==> src/rtl/frog_game_ctrl.sv <==
`default_nettype none
// ============================================================================
// Module   : frog_game_ctrl
// Purpose  : Game-rule controller for a frog-crossing game. Detects frog
//            collisions with cars, logs, water, the screen edges and the home
//            row once per video frame. Sequences the game through idle, play,
//            death pause, level-clear pause and game-over. Keeps lives,
//            level, score and the per-attempt timer.
// Revision : 1.0 - initial release
// ============================================================================
module frog_game_ctrl #(
    parameter int CAR_LANES     = 6,
    parameter int LOG_LANES     = 6,
    parameter int LOGS_PER_LANE = 2,
    parameter int BLOCK         = 32,
    parameter int CAR_Y0        = 256,
    parameter int LOG_Y0        = 32,
    parameter int XMIN          = 96,
    parameter int XMAX          = 576,
    parameter int LIVES         = 3,
    parameter int DEATH_FRAMES  = 60,
    parameter int WIN_FRAMES    = 90,
    parameter int TIME_FRAMES   = 1800,
    parameter int SCORE_W       = 14
) (
    input  logic                                   clk,
    input  logic                                   reset_n,
    input  logic                                   frame_tick,
    input  logic                                   start,
    input  logic [9:0]                             frog_x,
    input  logic [9:0]                             frog_y,
    input  logic [CAR_LANES*10-1:0]                car_x,
    input  logic [CAR_LANES*10-1:0]                car_len,
    input  logic [LOG_LANES*LOGS_PER_LANE*10-1:0]  log_x,
    input  logic [LOG_LANES*10-1:0]                log_len,
    output logic [2:0]                             state,
    output logic                                   frog_reset,
    output logic                                   freeze,
    output logic [$clog2(LIVES+1)-1:0]             lives,
    output logic [3:0]                             level,
    output logic [SCORE_W-1:0]                     score,
    output logic [$clog2(TIME_FRAMES+1)-1:0]       time_left,
    output logic [1:0]                             death_cause,
    output logic [LOG_LANES-1:0]                   on_log
);

    localparam int c_LW        = $clog2(LIVES + 1);
    localparam int c_TW        = $clog2(TIME_FRAMES + 1);
    localparam int c_PAUSE_MAX = (DEATH_FRAMES > WIN_FRAMES) ? DEATH_FRAMES : WIN_FRAMES;
    localparam int c_PW        = $clog2(c_PAUSE_MAX + 1);
    // Score sums carry 9 spare bits so that +250 can never wrap before saturation
    localparam int c_SW        = SCORE_W + 9;

    localparam logic [2:0] c_IDLE  = 3'd0;
    localparam logic [2:0] c_PLAY  = 3'd1;
    localparam logic [2:0] c_DYING = 3'd2;
    localparam logic [2:0] c_WIN   = 3'd3;
    localparam logic [2:0] c_OVER  = 3'd4;

    localparam logic [9:0]      c_ROW_START   = 10'd15;
    localparam logic [10:0]     c_BLK         = 11'(BLOCK);
    localparam logic [10:0]     c_RIVER_TOP   = 11'(LOG_Y0);
    localparam logic [10:0]     c_RIVER_BOT   = 11'(LOG_Y0 + LOG_LANES * BLOCK);
    localparam logic [10:0]     c_XMIN        = 11'(XMIN);
    localparam logic [10:0]     c_XMAX        = 11'(XMAX);
    localparam logic [c_SW-1:0] c_SCORE_MAX   = {{9{1'b0}}, {SCORE_W{1'b1}}};

    // ------------------------------------------------------------------
    // Registers and their next-state values
    // ------------------------------------------------------------------
    logic [2:0]         state_q,      state_d;
    logic [c_LW-1:0]    lives_q,      lives_d;
    logic [3:0]         level_q,      level_d;
    logic [SCORE_W-1:0] score_q,      score_d;
    logic [c_TW-1:0]    time_q,       time_d;
    logic [1:0]         cause_q,      cause_d;
    logic [c_PW-1:0]    pause_q,      pause_d;
    logic [9:0]         best_row_q,   best_row_d;
    logic               frog_reset_q, frog_reset_d;
    logic               start_q;

    // ------------------------------------------------------------------
    // Geometry: all compares in 11 bits so x+len never wraps
    // ------------------------------------------------------------------
    logic [10:0] w_fx, w_fy, w_fx_end, w_fy_end;
    assign w_fx     = {1'b0, frog_x};
    assign w_fy     = {1'b0, frog_y};
    assign w_fx_end = w_fx + c_BLK;
    assign w_fy_end = w_fy + c_BLK;

    logic [CAR_LANES-1:0] w_car_lane_hit;

    for (genvar i = 0; i < CAR_LANES; i++) begin : g_car
        localparam logic [10:0] c_LY = 11'(CAR_Y0 + i * BLOCK);
        logic [10:0] w_ox, w_oend;
        assign w_ox   = {1'b0, car_x[10*i +: 10]};
        assign w_oend = w_ox + {1'b0, car_len[10*i +: 10]};
        assign w_car_lane_hit[i] = (w_fx < w_oend) && (w_fx_end > w_ox) &&
                                   (w_fy < c_LY + c_BLK) && (w_fy_end > c_LY);
    end

    for (genvar i = 0; i < LOG_LANES; i++) begin : g_log_lane
        localparam logic [10:0] c_LY = 11'(LOG_Y0 + i * BLOCK);
        logic [10:0]              w_olen;
        logic [LOGS_PER_LANE-1:0] w_log_hit;
        assign w_olen = {1'b0, log_len[10*i +: 10]};
        for (genvar j = 0; j < LOGS_PER_LANE; j++) begin : g_log
            logic [10:0] w_ox;
            assign w_ox = {1'b0, log_x[10*(i*LOGS_PER_LANE+j) +: 10]};
            assign w_log_hit[j] = (w_fx < w_ox + w_olen) && (w_fx_end > w_ox) &&
                                  (w_fy < c_LY + c_BLK) && (w_fy_end > c_LY);
        end
        assign on_log[i] = |w_log_hit;
    end

    logic w_car_hit, w_water, w_offscreen, w_home, w_start_rise;
    assign w_car_hit    = |w_car_lane_hit;
    assign w_water      = (w_fy >= c_RIVER_TOP) && (w_fy < c_RIVER_BOT) && (on_log == '0);
    assign w_offscreen  = (w_fx_end <= c_XMIN) || (w_fx >= c_XMAX);
    assign w_home       = (w_fy < c_RIVER_TOP);
    assign w_start_rise = start && !start_q;

    logic [9:0] w_row;
    assign w_row = frog_y / 10'(BLOCK);

    // ------------------------------------------------------------------
    // Saturating score sums
    // ------------------------------------------------------------------
    logic [c_SW-1:0]    w_win_sum, w_step_sum;
    logic [SCORE_W-1:0] w_win_score, w_step_score;
    assign w_win_sum    = c_SW'(score_q) + c_SW'(100) + c_SW'(level_q) * c_SW'(10);
    assign w_step_sum   = c_SW'(score_q) + c_SW'(10);
    assign w_win_score  = (w_win_sum  > c_SCORE_MAX) ? {SCORE_W{1'b1}} : w_win_sum[SCORE_W-1:0];
    assign w_step_score = (w_step_sum > c_SCORE_MAX) ? {SCORE_W{1'b1}} : w_step_sum[SCORE_W-1:0];

    logic       w_die;
    logic [1:0] w_cause;

    // Death priority: car, water, offscreen, timeout
    always_comb begin
        w_die   = 1'b1;
        w_cause = 2'd0;
        if (w_car_hit)            w_cause = 2'd1;
        else if (w_water)         w_cause = 2'd2;
        else if (w_offscreen)     w_cause = 2'd3;
        else if (time_q == '0)    w_cause = 2'd0;
        else                      w_die   = 1'b0;
    end

    // State and game-register storage
    always_ff @(posedge clk or negedge reset_n) begin
        if (!reset_n) begin
            state_q      <= c_IDLE;
            lives_q      <= '0;
            level_q      <= '0;
            score_q      <= '0;
            time_q       <= '0;
            cause_q      <= '0;
            pause_q      <= '0;
            best_row_q   <= c_ROW_START;
            frog_reset_q <= 1'b0;
            start_q      <= 1'b0;
        end else begin
            state_q      <= state_d;
            lives_q      <= lives_d;
            level_q      <= level_d;
            score_q      <= score_d;
            time_q       <= time_d;
            cause_q      <= cause_d;
            pause_q      <= pause_d;
            best_row_q   <= best_row_d;
            frog_reset_q <= frog_reset_d;
            start_q      <= start;
        end
    end

    // Next-state and game-register update rules
    always_comb begin
        state_d      = state_q;
        lives_d      = lives_q;
        level_d      = level_q;
        score_d      = score_q;
        time_d       = time_q;
        cause_d      = cause_q;
        pause_d      = pause_q;
        best_row_d   = best_row_q;
        frog_reset_d = 1'b0;

        case (state_q)
            c_IDLE: begin
                // A start edge preempts any frame evaluation on the same cycle
                if (w_start_rise) begin
                    state_d      = c_PLAY;
                    lives_d      = c_LW'(LIVES);
                    level_d      = 4'd1;
                    score_d      = '0;
                    time_d       = c_TW'(TIME_FRAMES);
                    frog_reset_d = 1'b1;
                    best_row_d   = c_ROW_START;
                end
            end
            c_PLAY: begin
                if (frame_tick) begin
                    if (w_die) begin
                        state_d = c_DYING;
                        lives_d = (lives_q != '0) ? lives_q - 1'b1 : lives_q;
                        cause_d = w_cause;
                        pause_d = c_PW'(DEATH_FRAMES);
                    end else if (w_home) begin
                        // Reaching home earns only the level bonus, not a row step
                        state_d = c_WIN;
                        score_d = w_win_score;
                        pause_d = c_PW'(WIN_FRAMES);
                    end else begin
                        time_d = time_q - 1'b1;
                        if (w_row < best_row_q) begin
                            score_d    = w_step_score;
                            best_row_d = w_row;
                        end
                    end
                end
            end
            c_DYING: begin
                if (frame_tick) begin
                    if (pause_q == '0) begin
                        if (lives_q == '0) begin
                            state_d = c_OVER;
                        end else begin
                            state_d      = c_PLAY;
                            time_d       = c_TW'(TIME_FRAMES);
                            frog_reset_d = 1'b1;
                            best_row_d   = c_ROW_START;
                        end
                    end else begin
                        pause_d = pause_q - 1'b1;
                    end
                end
            end
            c_WIN: begin
                if (frame_tick) begin
                    if (pause_q == '0) begin
                        state_d      = c_PLAY;
                        level_d      = (level_q == 4'd15) ? level_q : level_q + 4'd1;
                        time_d       = c_TW'(TIME_FRAMES);
                        frog_reset_d = 1'b1;
                        best_row_d   = c_ROW_START;
                    end else begin
                        pause_d = pause_q - 1'b1;
                    end
                end
            end
            c_OVER: begin
                // Score and level stay visible until the next game starts
                if (w_start_rise) state_d = c_IDLE;
            end
            default: state_d = c_IDLE;
        endcase
    end

    // Frog input is enabled only while playing
    always_comb begin
        freeze = (state_q != c_PLAY);
    end

    assign state       = state_q;
    assign frog_reset  = frog_reset_q;
    assign lives       = lives_q;
    assign level       = level_q;
    assign score       = score_q;
    assign time_left   = time_q;
    assign death_cause = cause_q;

endmodule
`default_nettype wire
==> config.mk <==
export PLATFORM = sky130hd
export DESIGN_NAME = frog_game_ctrl
export DESIGN_NICKNAME = d
export VERILOG_FILES = /design/src/rtl/frog_game_ctrl.sv
export SDC_FILE = /design/constraint.sdc
export NUM_CORES = 1
export LEC_CHECK = 0
export BUFFER_PORTS_ARGS = -buffer_cell sky130_fd_sc_hd__buf_4
export CORE_MARGIN = 2
export CORE_UTILIZATION = 51
export CTS_CLUSTER_SIZE = 16
export DETAILED_ROUTE_END_ITERATION = 10
export HOLD_SLACK_MARGIN = 0.03
export PLACE_DENSITY_LB_ADDON = 0.15
export REMOVE_ABC_BUFFERS = 1
export SKIP_LAST_GASP = 1
export SYNTH_ARGS = -nofsm -noshare
export SYNTH_HDL_FRONTEND = slang
export SYNTH_SLANG_ARGS = --single-unit
==> constraint.sdc <==
create_clock -name clk -period 14.2 [get_ports clk]
set_input_delay 2.84 -clock clk [delete_from_list [all_inputs] [get_ports clk]]
set_output_delay 2.84 -clock clk [all_outputs]
set_load 0.01 [all_outputs]
# == Word level (Yosys, flattened, before mapping) ==
# Cells that the tools add are included.
# op_classes
add_sub_neg,27
multipliers,1
n_lt_le_gt_ge,67
n_eq_ne,24
mux,70
n_reduce_logical,85
# op_table
cell,n
10-bit by 10-bit adder with 11-bit output,18
11-bit by 10-bit > comparator with 1-bit output,18
10-bit by 11-bit < comparator with 1-bit output,18
10-bit 2-to-1 mux,10
11-bit 2-to-1 mux,9
14-bit 2-to-1 mux,7
11-bit by 9-bit > comparator with 1-bit output (second input constant),6
10-bit by 9-bit < comparator with 1-bit output (second input constant),6
1-bit logical AND,57
11-bit one-hot mux with 4 select lines,1
10-bit by 8-bit < comparator with 1-bit output (second input constant),4
10-bit one-hot mux with 4 select lines,1
7-bit 2-to-1 mux,5
11-bit by 8-bit > comparator with 1-bit output (second input constant),3
3-bit 2-to-1 mux,10
2-bit inequality test (second input constant),15
14-bit one-hot mux with 2 select lines,1
10-bit by 6-bit adder with 11-bit output (second input constant),2
11-bit by 7-bit > comparator with 1-bit output (second input constant),2
10-bit by 7-bit < comparator with 1-bit output (second input constant),2
5-bit AND reduction,4
15-bit by 8-bit adder with 16-bit output,1
16-bit by 14-bit > comparator with 1-bit output (second input constant),1
4-bit 2-to-1 mux,4
other kinds (43),69
# word_totals
regBits,55
input_bits,324
out_inout_bits,44
word_cells,284

# == Depth between registers and ports, before layout ==
# Gate-level depths: netlist of run 1.
# logic_depth
ltp_word,13
depth_mapped,24
depth_no_buf,23

# == Least setup slack after synthesis of run 1 ==
# OpenSTA, ideal clock, no wires.
# synth_timing
kind,input port to output port
startpoint,input log_x[60]
endpoint,output on_log[3]
t_arrival_ns,5.761
required_time_ns,11.360
path_slack_ns,5.599
stages,16
n_path_buf,0
path_cell_list,ha_1 > fa_1 > a211oi_1 > nor2_1 > o31ai_2 > a21oi_1 > nor2_1 > xor2_1 > ha_1 > a21o_1 > a211oi_1 > o211ai_1 > o211ai_1 > o2111a_1 > o22ai_1 > a21oi_1
# synth_between
elab_chain_cells,6
elab_cells_between_ends,7
classes_between,add/sub (1); order compare (2); reduce/logical (4)
# synth_rtl
item,line_no,text
from (decl),34,"input logic [LOG_LANES*LOGS_PER_LANE*10-1:0] log_x,"
10-bit by 10-bit adder with 11-bit output,110,assign w_log_hit[j] = (w_fx < w_ox + w_olen) && (w_fx_end > w_ox) &&
10-bit by 11-bit < comparator with 1-bit output,110,
1-bit logical AND (*) (2 in series),110,
1-bit logical AND (*),111,(w_fy < c_LY + c_BLK) && (w_fy_end > c_LY);
2-bit OR reduction (*),113,assign on_log[i] = |w_log_hit;
to (decl),44,output logic [LOG_LANES-1:0] on_log
# Mark *: on every way between the ends. The rest lies on a longest branch, timed or not.

# == Worst setup path after layout of run 1 ==
# Same ends and word-level chain as after synthesis.

==> results.tsv, run 1 <==
stage	metric	value	unit
run_status	status	completed	
cts	TritonCTS Buffers	5	
logic_synthesis	synth warn	0	
place	Final GP Congestion	0.932	
cts	# clock sinks	50	
sta	Worst Tran Pin Value	971	ps
floorplan	Chip Width	197	um
worst_setup_path	WP data arrival	6480	ps
sta	final hold violation count	0	
power	PD cells	75.1	nW/um^2
cts	hold_buf cts	0	
logic_synthesis	Synth Cell Area	19000	um^2
floorplan	Die ar.	38800	um^2
logic_synthesis	Post-synth top flop	dfrtp_1	
worst_setup_path	Worst setup EP type	primary output	
logic_synthesis	Synth Register Bits	50	
global_route	antenna violations before repair	1	
sta	RSZ-0062 raised after global routing	no	
cts	Worst-path clk slew	70	ps
worst_setup_path	Crit Path Category	in2out	
worst_setup_path	Register-to-Register Path Depth	17	
global_route	first-pass GRT wire length	98.1	mm
worst_setup_path	CP peak stage delay	430	ps
route	via count	19600	
worst_setup_path	CP max stage cell	fa_1	
worst_setup_path	RR Endpoint	score[13]$_DFFE_PN0P_	
logic_synthesis	Seq/Total Area, Yosys	6.62	%
cts	CTS tree	built	
hold_path	hold_sp	lives[0]$_DFFE_PN0P_	
power	P_leak	11.6	nW
global_route	gr ovfl total	0	
cts	worst skew pair latency	290	ps
floorplan	die span in y	197	um
worst_setup_path	WP buf/inv	2	
route	routed len/inst	19.3	um
sta	period utilisation layout	65.6	%
route	drt first pass iters	5	
floorplan	Std-Cell Rows	70	
hold_path	WHS Path Cells	1	
global_route	largest net degree at the start of global routing	51	
worst_setup_path	Reg2Reg Setup Slack	9420	ps
logic_synthesis	async set-or-reset flop fraction in the synthesized netlist	100	%
cts	H-tree Lvls	2	
floorplan	# IOs	368	
worst_setup_path	worst-path maximum fanout	3	
route	total wire length	62.6	mm
sta	Max transition margin	35.2	%
power	Overall Power	1.69	mW
logic_synthesis	Synth Area per Inst	7.85	um^2
finish	layout cells sized above 1	15.0	%
sta	fin crit period	9320	ps
sta	Final Max Tran Viols	0	
logic_synthesis	Syn Inst Count	2418	
place	I/O Buffers	367	
route	drt via density	6.06	
hold_path	hold path endpoint	lives[0]$_DFFE_PN0P_	
route	number of DRC markers in iteration 0	1344	
worst_setup_path	CP required	11360	ps
cts	Setup Fix Bufs, Post-CTS	0	
place	placed cell count	3233	
sta	Max Fclk	107	MHz
sta	endpoints failing setup	0	
finish	finished layout cell area	22400	um^2
finish	nets@finish	3675	
place	Post-Place Cell Area	22300	um^2
sta	setup tns final	0	ps
global_route	GR Util All Layers	31.5	%
logic_synthesis	Post-synth EDFFs	0	
worst_setup_path	crit-path cells	buf_4, ha_1, fa_1, a211oi_1, nor2_1, o31ai_2, a21oi_1, nor2_1, xor2_1, ha_1, a21o_1, a211oi_1, o211ai_1, o211ai_1, o2111a_1, o22ai_1, a21oi_1, buf_4	
hold_path	Hold Crit Class	reg2reg	
cts	maximum clock path buffer count	2	
route	drt drc	0	
route	Final ANT Viol Nets	0	
cts	post-CTS sizing	0	
global_route	vias in the first global route	19300	
sta	clock skew	4.19	ps
worst_setup_path	Crit path max-delay family	compound AO/OA/AOI/OAI gates	
floorplan	Initial Util	51.8	%
worst_setup_path	worst reg2reg startpoint	level[1]$_DFFE_PN0P_	
place	post-DP HPWL	50.6	mm
finish	Area Growth Syn to Fin	18.3	%
run	max_cap viols	0	
cts	clock root cell	clkbuf_16	
finish	fin cells	3243	
worst_setup_path	startpoint types	input pin	
logic_synthesis	synth unique cells	93	
power	peak supply drop	0.0000743	V
floorplan	Core Area	36600	um^2
-- worst max-delay path by stage --
stage | start | endpoint | slack [ps] | depth (start not counted)
after floorplan | log_x[60] | on_log[3] | 5600 | 16
after global placement | log_x[60] | on_log[3] | 5040 | 18
after detailed placement | log_x[60] | on_log[3] | 4930 | 18
after CTS | log_x[60] | on_log[3] | 4910 | 18
after global routing | log_x[111] | on_log[5] | 4580 | 18
final | log_x[60] | on_log[3] | 4880 | 18
-- sequential cells by signal (all words and copies together) (netlist names) --
| register | cells |
|---|---|
| start_q | 1 |
| pause_q | 7 |
| lives | 2 |
| state | 3 |
| best_row_q | 5 |
| level | 4 |
| time_left | 11 |
| frog_reset | 1 |
| death_cause | 2 |
| score | 14 |
-- metal layers --
layer	vias up	global-route usage, %	routed length (um)
met4	0	10.2	2300
met5	-	0	0
li1	9651	-	-
met2	694	53.8	28900
met1	9158	41.7	27500
met3	145	2.96	3930
-- cell usage in the layout, fill, tap and decap left out, drive strengths merged, types with 10 or more instances in the layout --
cell / count
fa: 20
a2111oi: 10
inv: 296
a31oi: 26
or4: 12
nand3b: 12
a21o: 63
ha: 559
nand3: 69
or3: 22
dfrtp: 46
a211oi: 41
o21bai: 67
nor2b: 32
o21ai: 149
o21a: 12
nor3: 40
nor2: 131
xor2: 55
nand4: 48
nand2: 101
xnor2: 90
nand2b: 36
a21oi: 261
o2111ai: 13
buf: 370
o31ai: 18
o211ai: 20
-- report_power, final --
part / total, mW / leakage (nW) / switching [mW] / internal [mW]
registers: 0.268 / 0.612 / 0.0719 / 0.196
clock network: 0.133 / 0.0801 / 0.0570 / 0.0755
logic: 1.28 / 10.9 / 0.708 / 0.577
-- layout make-up --
cell class              instances  area (um^2)
multi-input cells            2048        16500
fillers                      3307        14200
repair buffers                370         2780
flip-flops and latches         50         1260
inverters                     297         1110
well taps                     468          586
clock buffers                   7          153
clock inverters                 1         8.76
diodes                          2         5.00
-- cell usage after synthesis, types with 13 or more instances --
cell type,instances,area (um^2)
buf_2,13,65.1
o21ai_0,129,646
o211ai_1,20,150
nor2_1,127,477
xnor2_1,90,788
nor3_1,40,200
nor2b_1,31,194
a21o_1,63,473
a211oi_1,40,300
or3_1,22,138
nand3_1,69,345
a31oi_1,25,156
o21ai_1,19,95.1
o31ai_1,16,120
fa_1,20,400
nand2_1,101,379
dfrtp_1,46,1150
inv_1,294,1100
ha_1,559,6990
o21bai_1,67,503
xor2_1,55,482
a21oi_1,259,1300
nand2b_1,36,225
nand4_1,47,294
-- kinds of logic (layout without fill, tap and decap cells) --
family | Yosys count | count (layout) | share of synthesized area, %
AO/OA/AOI/OAI | 772 | 772 | 26.1
XOR/XNOR | 145 | 145 | 6.69
adder cells (fa/ha/maj) | 579 | 579 | 39.0
buffers and inverters | 320 | 675 | 6.46
flip-flops | 50 | 50 | 6.62
multiplexers | 7 | 7 | 0.409
other | 0 | 2 | 0
AND/OR/NAND/NOR | 545 | 545 | 14.7
-- per-stage QoR --
step	worst slack [ps]	hold slack, ps	utilization (%)
floorplan	5600	475	-
global placement	5040	478	60.8
detailed placement	4930	497	60.8
CTS	4910	512	61.3
global route	4580	520	61.3
finish	4880	506	61.3
(Power assumes the default switching activity.)
==> run 2: changes to the inputs <==
clock period = 9.45 ns   (was 14.2 ns; I/O delays follow)
==> results.tsv, run 2 (synthesis results as in run 1) <==
stage	metric	value	unit	change
run_status	status	completed		
floorplan	Core Area	36600	um^2	unchanged
place	I/O Buffers	367		unchanged
route	drt first pass iters	5		unchanged
hold_path	Hold Crit Class	reg2reg		
power	Int Pwr	1.27	mW	+49%
cts	maximum clock path buffer count	2		unchanged
worst_setup_path	Crit Path Category	in2out		
run	max_cap viols	0		unchanged
global_route	gr ovfl total	0		unchanged
cts	Setup Fix Bufs, Post-CTS	0		unchanged
global_route	largest net degree at the start of global routing	51		unchanged
sta	Worst Tran Pin Value	904	ps	-66.3 ps
worst_setup_path	Top cell by count, worst path	a21oi_1		
route	drt drc	0		unchanged
worst_setup_path	CP max stage cell	a311oi_1		
global_route	vias in the first global route	19300		+0.031%
floorplan	Die ar.	38800	um^2	unchanged
power	peak supply drop	0.0000987	V	+33%
power	PD cells	112	nW/um^2	+49%
finish	layout cells sized above 1	15.0	%	unchanged
worst_setup_path	WP data arrival	5550	ps	-930 ps
route	total wire length	62.4	mm	-0.27%
sta	final hold violation count	0		unchanged
sta	clock skew	4.50	ps	+0.308 ps
cts	Worst-path clk slew	70	ps	about the same
cts	# clock sinks	50		unchanged
worst_setup_path	startpoint types	input pin		
power	Overall Power	2.51	mW	+49%
worst_setup_path	CP peak stage delay	540	ps	+110 ps
sta	Max Fclk	134	MHz	
floorplan	die span in y	197	um	unchanged
finish	nets@finish	3675		unchanged
worst_setup_path	Crit path max-delay family	compound AO/OA/AOI/OAI gates		
sta	endpoints failing setup	0		unchanged
finish	max FFs per register	14		unchanged
finish	most frequent cells in the layout	ha_1 (559), buf_4 (370), inv_1 (294)		
power	switching fraction of total power	49.6	%	about the same
sta	Final Max Tran Viols	0		unchanged
worst_setup_path	crit-path cells	buf_4, ha_1, a21o_1, a21oi_1, o21bai_1, a21oi_1, o21bai_1, a21oi_1, o21bai_1, a21oi_1, xor2_1, ha_1, nor2b_1, a2111oi_0, o211ai_1, a311oi_1, or2_2, buf_4		
floorplan	Chip Width	197	um	unchanged
route	drt via density	6.04		-0.24%
sta	period utilisation layout	78.8	%	
sta	fin crit period	7440	ps	
cts	worst skew pair latency	290	ps	about the same
global_route	first-pass GRT wire length	98.1	mm	about the same
cts	CTS tree	built		
worst_setup_path	worst-path maximum fanout	3		unchanged
worst_setup_path	CP required	7560	ps	-3800 ps
cts	H-tree Lvls	2		unchanged
cts	TritonCTS Buffers	5		unchanged
worst_setup_path	Worst setup EP type	primary output		
worst_setup_path	Reg2Reg Setup Slack	4640	ps	-4780 ps
power	sequential share of power	16.0	%	about the same
global_route	GR Util All Layers	31.4	%	-0.039 points
floorplan	Initial Util	51.8	%	unchanged
floorplan	Std-Cell Rows	70		unchanged
place	Post-Place Cell Area	22300	um^2	unchanged
route	routed len/inst	19.2	um	-0.27%
cts	clock root cell	clkbuf_16		
worst_setup_path	WP buf/inv	2		unchanged
power	combinational power share	76.5	%	+0.3 points
power	clock power share	7.5	%	-0.4 points
route	via count	19600		-0.24%
cts	hold_buf cts	0		unchanged
sta	Min Hold Slack	502	ps	-4.03 ps
power	Psw	1.25	mW	+49%
floorplan	# IOs	368		unchanged
cts	post-CTS sizing	0		unchanged
sta	RSZ-0062 raised after global routing	no		
finish	finished layout cell area	22400	um^2	about the same
power	P_leak	11.6	nW	about the same
finish	commonest non-fill, non-tap cell in the layout	ha_1		
sta	Max transition margin	39.6	%	+4.4 points
place	post-DP HPWL	50.9	mm	+0.54%
finish	Area Growth Syn to Fin	18.2	%	about the same
place	Final GP Congestion	0.941		+0.98%
route	number of DRC markers in iteration 0	1291		-3.9%
route	Final ANT Viol Nets	0		unchanged
sta	setup tns final	0	ps	unchanged
global_route	antenna violations before repair	2		+1
run 2: metal layers:
metal / share of wire [%] / up-vias / global-route usage (%)
met5: 0 / - / 0
met4: 4.1 / 0 / 12.6
met3: 6.4 / 135 / 3.17
met2: 46 / 660 / 54.2
met1: 43 / 9140 / 40.2
li1: - / 9665 / -
run 2: final cells by class:
cell class | count | area [um^2]
clock inverter | 2 | 12.5
sequential | 50 | 1260
tap | 468 | 586
multi-input combinational | 2048 | 16500
antenna | 2 | 5.00
timing repair buffer | 370 | 2780
inverter | 297 | 1110
clock buffer | 6 | 139
fill | 3415 | 14200
run 2: per-stage QoR:
stage	instances	util [%]	worst slack, ps
final	3243	61.3	2010
after global routing	3243	61.3	1670
after CTS	3241	61.2	2060
after detailed placement	3233	60.8	2070
after global placement	3233	60.8	2240
after floorplan	2395	-	2750
run 2: final timing paths:
path	end	startpoint	depth (start not counted)
max	on_log[5]	log_x[111]	18
min	lives[0]$_DFFE_PN0P_	lives[0]$_DFFE_PN0P_	1
max reg2reg	score[13]$_DFFE_PN0P_	level[1]$_DFFE_PN0P_	17
min reg2reg	lives[0]$_DFFE_PN0P_	lives[0]$_DFFE_PN0P_	1
max in group asynchronous	pause_q[4]$_DFFE_PN0P_	reset_n	1
min in group asynchronous	level[0]$_DFFE_PN0P_	reset_n	1
run 2: power by group through the flow:
stage / sequential, mW / clock (mW) / combinational, mW
2_1_floorplan: 0.401 / 0 / 1.27
3_3_place_gp: 0.400 / 0 / 1.84
3_5_place_dp: 0.403 / 0 / 1.90
4_1_cts: 0.400 / 0.191 / 1.91
5_1_grt: 0.417 / 0.201 / 2.17
6_report: 0.402 / 0.188 / 1.92
==> run 3: changes to the inputs <==
clock period = 7.2 ns   (was 9.45 ns; I/O delays follow)
==> results.tsv, run 3 (synthesis results as in run 1) <==
stage	metric	value	unit	change
run_status	status	completed		
global_route	largest net degree at the start of global routing	51		unchanged
route	drt first pass iters	5		unchanged
worst_setup_path	worst-path maximum fanout	3		unchanged
global_route	antenna violations before repair	2		unchanged
floorplan	Core Area	36600	um^2	unchanged
worst_setup_path	Crit Path Category	in2out		
sta	Max transition margin	39.2	%	-0.44 points
worst_setup_path	crit-path cells	buf_4, ha_1, a21o_1, a21oi_1, o21bai_1, a21oi_1, o21bai_1, a21oi_1, o21bai_1, a21oi_1, xor2_1, ha_1, nor2b_1, a2111oi_0, o211ai_1, a311oi_1, or2_2, buf_4		
sta	final hold violation count	0		unchanged
power	PD cells	151	nW/um^2	+34%
sta	endpoints failing setup	0		unchanged
route	via count	19700		+0.57%
cts	hold_buf cts	0		unchanged
global_route	GR Util All Layers	31.5	%	+0.042 points
cts	maximum clock path buffer count	2		unchanged
finish	nets@finish	3689		+0.38%
cts	post-CTS sizing	0		unchanged
floorplan	die span in y	197	um	unchanged
worst_setup_path	CP required	5760	ps	-1800 ps
route	number of DRC markers in iteration 0	1250		-3.2%
cts	worst skew pair latency	300	ps	about the same
finish	layout cells sized above 1	15.4	%	+0.43 points
floorplan	Std-Cell Rows	70		unchanged
run	max_cap viols	0		unchanged
sta	Final Max Tran Viols	0		unchanged
global_route	vias in the first global route	19100		-0.77%
finish	max FFs per register	14		unchanged
floorplan	Chip Width	197	um	unchanged
cts	CTS tree	built		
cts	Setup Fix Bufs, Post-CTS	0		unchanged
worst_setup_path	Worst setup EP type	primary output		
sta	period utilisation layout	93.8	%	
power	Overall Power	3.40	mW	+35%
worst_setup_path	CP max stage cell	a311oi_1		
finish	Area Growth Syn to Fin	19.0	%	
sta	Max Fclk	148	MHz	
global_route	first-pass GRT wire length	98.2	mm	about the same
worst_setup_path	Top cell by count, worst path	a21oi_1		
power	peak supply drop	0.000117	V	+18%
route	routed len/inst	19.2	um	-0.38%
finish	commonest non-fill, non-tap cell in the layout	ha_1		
cts	TritonCTS Buffers	5		unchanged
route	drt via density	6.05		+0.13%
route	drt drc	0		unchanged
place	Final GP Congestion	0.955		+1.4%
cts	H-tree Lvls	2		unchanged
power	P_leak	11.7	nW	+0.79%
worst_setup_path	CP peak stage delay	770	ps	+230 ps
floorplan	Initial Util	51.8	%	unchanged
worst_setup_path	WP data arrival	5310	ps	-240 ps
floorplan	# IOs	368		unchanged
hold_path	Hold Crit Class	reg2reg		
place	post-DP HPWL	51.5	mm	+1.1%
sta	setup tns final	0	ps	unchanged
global_route	gr ovfl total	0		unchanged
cts	Worst-path clk slew	70	ps	about the same
sta	RSZ-0062 raised after global routing	no		
sta	Worst Tran Pin Value	911	ps	+6.57 ps
sta	clock skew	5.72	ps	+1.22 ps
finish	most frequent cells in the layout	ha_1 (559), buf_4 (384), inv_1 (294)		
route	Final ANT Viol Nets	0		unchanged
route	total wire length	62.4	mm	about the same
cts	# clock sinks	50		unchanged
worst_setup_path	startpoint types	input pin		
place	I/O Buffers	367		unchanged
cts	clock root cell	clkbuf_16		
floorplan	Die ar.	38800	um^2	unchanged
sta	fin crit period	6750	ps	
-- run 3: metal layers --
metal | global-route usage (%) | vias to the layer above | share of wire (%)
li1 | - | 9712 | -
met1 | 41.0 | 9261 | 44
met2 | 54.8 | 638 | 47
met3 | 3.46 | 100 | 6.3
met4 | 9.13 | 0 | 2.8
met5 | 0 | - | 0
-- run 3: worst paths after layout --
kind	startpoint	slack [ps]	to	cells past startpoint
worst max-delay path	log_x[111]	450	on_log[5]	18
worst min-delay path	lives[0]$_DFFE_PN0P_	510	lives[0]$_DFFE_PN0P_	1
worst max register to register	level[1]$_DFFE_PN0P_	2600	score[13]$_DFFE_PN0P_	17
worst min register to register	lives[0]$_DFFE_PN0P_	510	lives[0]$_DFFE_PN0P_	1
max in group asynchronous	reset_n	5580	score[9]$_DFFE_PN0P_	1
min in group asynchronous	reset_n	1170	score[6]$_DFFE_PN0P_	1
-- run 3: power breakdown --
part,switching [mW],internal [mW],total (mW)
Combinational,1.40,1.15,2.55
Sequential,0.143,0.387,0.530
Clock,0.110,0.209,0.319
Total,1.65,1.75,3.40
-- run 3: critical path: cells and delay by family --
kind | cells | cell delay, ps
AND/OR/NAND/NOR | 2 | 370
adder cells (fa/ha/maj) | 2 | 480
XOR/XNOR | 1 | 90
buffers and inverters | 2 | 260
AO/OA/AOI/OAI | 11 | 2650
-- run 3: cell type report --
| type | count | area (um^2) |
|---|---|---|
| Inverter | 297 | 1110 |
| Clock buffer | 6 | 139 |
| Timing Repair Buffer | 384 | 2880 |
| Fill cell | 3326 | 14000 |
| Sequential cell | 50 | 1260 |
| Multi-Input combinational cell | 2048 | 16500 |
| Antenna cell | 2 | 5.00 |
| Clock inverter | 2 | 60.1 |
| Tap cell | 468 | 586 |
-- run 3: metrics by stage --
stage	hold slack [ps]	std cells	utilization (%)	setup slack (ps)	cell area (um^2)
2_1_floorplan	475	2395	-	1400	18900
3_3_place_gp	491	3247	61.1	723	22400
3_5_place_dp	499	3247	61.1	481	22400
4_1_cts	507	3255	61.7	477	22600
5_1_grt	524	3257	61.7	178	22600
6_report	510	3257	61.7	450	22600
